**config.mk**
```make
export PLATFORM = sky130hd
export DESIGN_NAME = pc_sequencer
export DESIGN_NICKNAME = d
export VERILOG_FILES = /design/src/rtl/pc_sequencer.sv
export SDC_FILE = /design/constraint.sdc
export NUM_CORES = 1
export LEC_CHECK = 0
export CORE_ASPECT_RATIO = 1.75
export CORE_MARGIN = 5
export CORE_UTILIZATION = 42
export DETAILED_ROUTE_END_ITERATION = 8
export PLACE_DENSITY_LB_ADDON = 0.3
export SETUP_SLACK_MARGIN = 0.05
export SYNTH_ARGS = -nofsm -noshare
export SYNTH_HDL_FRONTEND = slang
export SYNTH_SLANG_ARGS = --single-unit
```
**constraint.sdc**
```tcl
create_clock -name clk -period 4.9 [get_ports clk]
set_input_delay 0.49 -clock clk [delete_from_list [all_inputs] [get_ports clk]]
set_output_delay 0.49 -clock clk [all_outputs]
set_load 0.02 [all_outputs]
```
**src/rtl/pc_sequencer.sv**
```systemverilog
// pc_sequencer: fetch-stage PC sequencer with IDLE/RUN/DONE control and PC_LUT branch redirects.
// Define PC_SEQ_STACK_EN to add a STACK_DEPTH-entry return-address stack for call/ret.
module pc_sequencer #(
  parameter int unsigned D           = 12,
  parameter int unsigned A           = 8,
  parameter int unsigned STACK_DEPTH = 4
) (
  input  logic         clk,
  input  logic         reset,
  input  logic         start,
  input  logic         stall,
  input  logic         halt,
  input  logic         jump,
  input  logic         call,
  input  logic         ret,
  input  logic [A-1:0] lut_idx,
  output logic [A-1:0] lut_addr,
  input  logic [D-1:0] lut_target,
  output logic [D-1:0] prog_ctr,
  output logic         running,
  output logic         done,
  output logic         stack_err
);

  typedef enum logic [1:0] {
    IDLE = 2'd0,
    RUN  = 2'd1,
    DONE = 2'd2
  } state_t;

  state_t       state;
  state_t       state_nxt;
  logic [D-1:0] pc_nxt;
  logic [D-1:0] pc_inc;

  assign lut_addr = lut_idx;
  assign pc_inc   = prog_ctr + D'(1);

`ifdef PC_SEQ_STACK_EN
  localparam int unsigned SPW = $clog2(STACK_DEPTH) + 1;

  logic [D-1:0]   stack_mem [STACK_DEPTH];
  logic [SPW-1:0] sp;
  logic [SPW-1:0] sp_nxt;
  logic [SPW-2:0] top_idx;
  logic           push;
  logic           err_nxt;
  logic           stack_full;
  logic           stack_empty;

  // sp counts occupied entries, so it needs one bit beyond the index width.
  assign stack_full  = (sp == SPW'(STACK_DEPTH));
  assign stack_empty = (sp == '0);
  assign top_idx     = (SPW-1)'(sp - SPW'(1));
`endif

  always_comb begin
    state_nxt = state;
    pc_nxt    = prog_ctr;
`ifdef PC_SEQ_STACK_EN
    sp_nxt    = sp;
    push      = 1'b0;
    err_nxt   = stack_err;
`endif
    unique case (state)
      IDLE, DONE: begin
        if (start) begin
          state_nxt = RUN;
          pc_nxt    = '0;
`ifdef PC_SEQ_STACK_EN
          sp_nxt    = '0;
          err_nxt   = 1'b0;
`endif
        end
      end
      RUN: begin
        if (halt) begin
          state_nxt = DONE;
        end else if (stall) begin
          pc_nxt = prog_ctr;
`ifdef PC_SEQ_STACK_EN
        end else if (ret) begin
          if (stack_empty) begin
            pc_nxt  = pc_inc;
            err_nxt = 1'b1;
          end else begin
            pc_nxt = stack_mem[top_idx];
            sp_nxt = sp - SPW'(1);
          end
        end else if (call) begin
          pc_nxt = lut_target;
          if (stack_full) begin
            err_nxt = 1'b1;
          end else begin
            push   = 1'b1;
            sp_nxt = sp + SPW'(1);
          end
`endif
        end else if (jump || call) begin
          pc_nxt = lut_target;
        end else begin
          pc_nxt = pc_inc;
        end
      end
      default: state_nxt = IDLE;
    endcase
  end

  always_ff @(posedge clk) begin
    if (reset) begin
      state    <= IDLE;
      prog_ctr <= '0;
      running  <= 1'b0;
      done     <= 1'b0;
    end else begin
      state    <= state_nxt;
      prog_ctr <= pc_nxt;
      running  <= (state_nxt == RUN);
      done     <= (state_nxt == DONE);
    end
  end

`ifdef PC_SEQ_STACK_EN
  always_ff @(posedge clk) begin
    if (reset) begin
      sp        <= '0;
      stack_err <= 1'b0;
    end else begin
      sp        <= sp_nxt;
      stack_err <= err_nxt;
    end
  end

  // Entries above sp are dead, so storage needs no reset.
  always_ff @(posedge clk) begin
    if (push) stack_mem[sp[SPW-2:0]] <= pc_inc;
  end
`else
  localparam int unsigned unused_depth = STACK_DEPTH;
  logic unused_ret;
  assign unused_ret = ret;
  assign stack_err  = 1'b0;
`endif

endmodule

```
==> impl_metrics.tcl <==
set metrics [dict create \
    cts_setup_buffers 0 \
    fin_util 0.5658 \
    die_x_um 46.49 \
    drt-vias-per-instance 6.140 \
    groute.usage.overall 0.1633 \
    min_period_over_period 0.4664 \
    syn-num-nets 155 \
    drt_pre_antenna_iters 4 \
    nNetsFinal 178 \
    syn_area_per_cell_um2 7.765 \
    cts.repair.resized 0 \
    ys_seq_area_frac 0.3274 \
    cts.htree.levels 1 \
    rsz0062_at_grt "no" \
    numCtsBuffers 3 \
    hold_depth 1 \
    swShare 0.2482 \
    endpoint_kind "register" \
    whs_ns 0.5209 \
    async_flop_share 0 \
    io_pins 51 \
    hp-class "register to register" \
    multiInputGateArea_um2 558.0 \
    fp.dieH_um 73.85 \
    place_area_um2 1245 \
    slew_headroom 0.5803 \
    grt_pass1_vias 969 \
    clock_power_share 0.339 \
    ir_worst_vdd_mv 0.1384 \
    regArea_um2 320.3 \
    crit_slowest_cell "or4b_1" \
    dp_hpwl_um 2072 \
    die_area_um2 3433 \
    syn-cell-area_um2 978.4 \
    ant_nets 0 \
    ys_ff_latch 16 \
    period_minus_slack_ns 2.286 \
    postCtsHoldBufs 0 \
    post_synth_num_cell_types 39 \
    cp.arrival_ns 2.45 \
    cpPeakStageDelay_ns 0.68 \
    tightestPinTransition_ns 0.6275 \
    p_total_mw 0.2858 \
    crit-reg2reg-launch "state[1]$_SDFF_PP0_" \
    finalHoldViolCount 0 \
    clockRootBuffer "clkbuf_8" \
    yosys_warnings 0 \
    synth_ff_type "dfxtp_1" \
    antenna_found_initial 0 \
    placedCellCount 169 \
    route.detailed.drc 0 \
    hold_start "prog_ctr[11]$_SDFFE_PP0P_" \
    n_antenna_cell 0 \
    hold_end "prog_ctr[11]$_SDFFE_PP0P_" \
    outcome "complete, no violations" \
    cts_sinks 16 \
    cts_tree "yes" \
    synth-edff-count 0 \
    fmax_mhz 437.5 \
    wl_per_cell_um 16.08 \
    maxCapViolCount 0 \
    final_max_slew_viol_count 0 \
    cts.clk_slew.worst_paths_ns 0.06 \
    start_kind "input pin" \
    vias 1056 \
    coreArea_um2 2273 \
    layout.cells.non_filler 172 \
    fillers 220 \
    powerDensity_nw_per_um2 222.2 \
    worst-path-max-fanout 8 \
    p_switching_mw 0.07093 \
    combPwrFrac 0.180 \
    clock_path_buffers 2 \
    place_congestion 0.8691 \
    reg2reg_depth 4 \
    power_leakage_nw 0.4505 \
    cp_cell_sequence "clkdlybuf4s50_1, or4b_1, and2_1, or3_1, a21oi_1" \
    worstSetupPathType "input pin to register" \
    drive_above_1_share 0.04082 \
    finalSetupViolations 0 \
    r2r_end "prog_ctr[0]$_SDFFE_PP0P_" \
    post-place-ws_ns 2.385 \
    intPower_mw 0.2149 \
    start_util 0.4304 \
    finalSetupTns_ns 0 \
    required_ns 5.06 \
    skew_ns 0.003218 \
    rows 23 \
    final_cell_area_um2 1286 \
    syn_to_final_growth_pct 31.46 \
    p_seq_frac 0.481 \
    clk_latency_ns 0.25 \
    fin_ws_ns 2.614 \
    grt_first_pass_wirelength_um 4222 \
    io_buffer_count 32 \
    synth_cells 126 \
    r2r_slack_ns 2.98 \
    grt_start_max_net_pins 22 \
    grt_overflow 0 \
    drt_iter0_markers 44 \
    totalWireLength_um 2765 \
]
-- sequential cells by signal (all words and copies together), names as in the netlist --
| signal | count |
|---|---|
| done | 1 |
| running | 1 |
| state | 2 |
| prog_ctr | 12 |
-- metal layers --
metal / GRT usage / routed length, um / vias to the layer above
li1: - / - / 508
met1: 0.1716 / 1045 / 494
met2: 0.2914 / 1473 / 48
met3: 0.03922 / 217 / 6
met4: 0.06962 / 28 / 0
met5: 0 / 0 / -
-- critical path: cells and delay by family --
kind / cells / cell delay [ns]
buffers and inverters: 1 / 0.45
and+or+nand+nor: 3 / 1.36
AOI/OAI and AO/OA: 1 / 0.15
-- area by class of cell --
| type | count | share of cell area |
|---|---|---|
| repair buffers | 33 | 0.2549 |
| flip-flops and latches | 16 | 0.2490 |
| multi-input cells | 93 | 0.4339 |
| well taps | 25 | 0.02432 |
| inverters | 2 | 0.005837 |
| clock buffers | 3 | 0.03210 |
-- cells in the mapped netlist (all sizes together), types with 2 or more instances --
library cell / number / area [um2]
nand2: 11 / 41.29
nand3: 6 / 30.03
o21ai: 10 / 50.05
and2: 2 / 12.51
a32o: 2 / 20.02
a22o: 4 / 35.03
nand2b: 3 / 18.77
clkbuf: 4 / 16.26
o31ai: 3 / 22.52
and3: 5 / 31.28
inv: 2 / 7.510
dfxtp: 16 / 320.3
a31oi: 2 / 12.51
o22ai: 3 / 18.77
nor3: 4 / 20.02
o32ai: 2 / 17.52
a21oi: 8 / 40.04
nor2: 7 / 26.28
nor4: 4 / 25.02
nand4: 2 / 12.51
buf: 11 / 76.31
-- cell usage in the layout, fill, tap and decap left out, types with 5 or more instances in the layout --
master and n:
o21ai_0 10, and3_1 5, clkdlybuf4s50_1 32, dfxtp_1 16, nand3_1 6, nor2_1 7
nand2_1 11, a21oi_1 8
-- cell families after synthesis --
group | count (synthesis) | synth area share
AND/OR/NAND/NOR | 51 | 0.2788
flip-flops | 16 | 0.3274
other | 1 | 0.003833
buffers and inverters | 17 | 0.1023
AO/OA/AOI/OAI | 39 | 0.2634
multiplexers | 1 | 0.01151
adder cells (fa/ha/maj) | 1 | 0.01279
-- how the worst max path moves through the flow --
stage                     start                       end  slack (ns)  cells after the start
after global placement     halt  prog_ctr[0]$_SDFFE_PP0P_        2.41                      5
after floorplan            halt  prog_ctr[0]$_SDFFE_PP0P_        2.96                      6
after CTS                  halt  prog_ctr[0]$_SDFFE_PP0P_        2.64                      5
after global routing       halt  prog_ctr[0]$_SDFFE_PP0P_        2.57                      5
final                      halt  prog_ctr[0]$_SDFFE_PP0P_        2.61                      5
after detailed placement   halt  prog_ctr[0]$_SDFFE_PP0P_        2.38                      5
-- power groups by stage --
stage | clock network, mW | logic, mW | registers [mW]
after floorplan | 0 | 0.0335 | 0.142
after global placement | 0 | 0.0507 | 0.140
after detailed placement | 0 | 0.0512 | 0.140
after CTS | 0.101 | 0.0517 | 0.137
after global routing | 0.105 | 0.0556 | 0.138
final | 0.0970 | 0.0515 | 0.137
No activity file was read; power rests on OpenSTA's default activity.
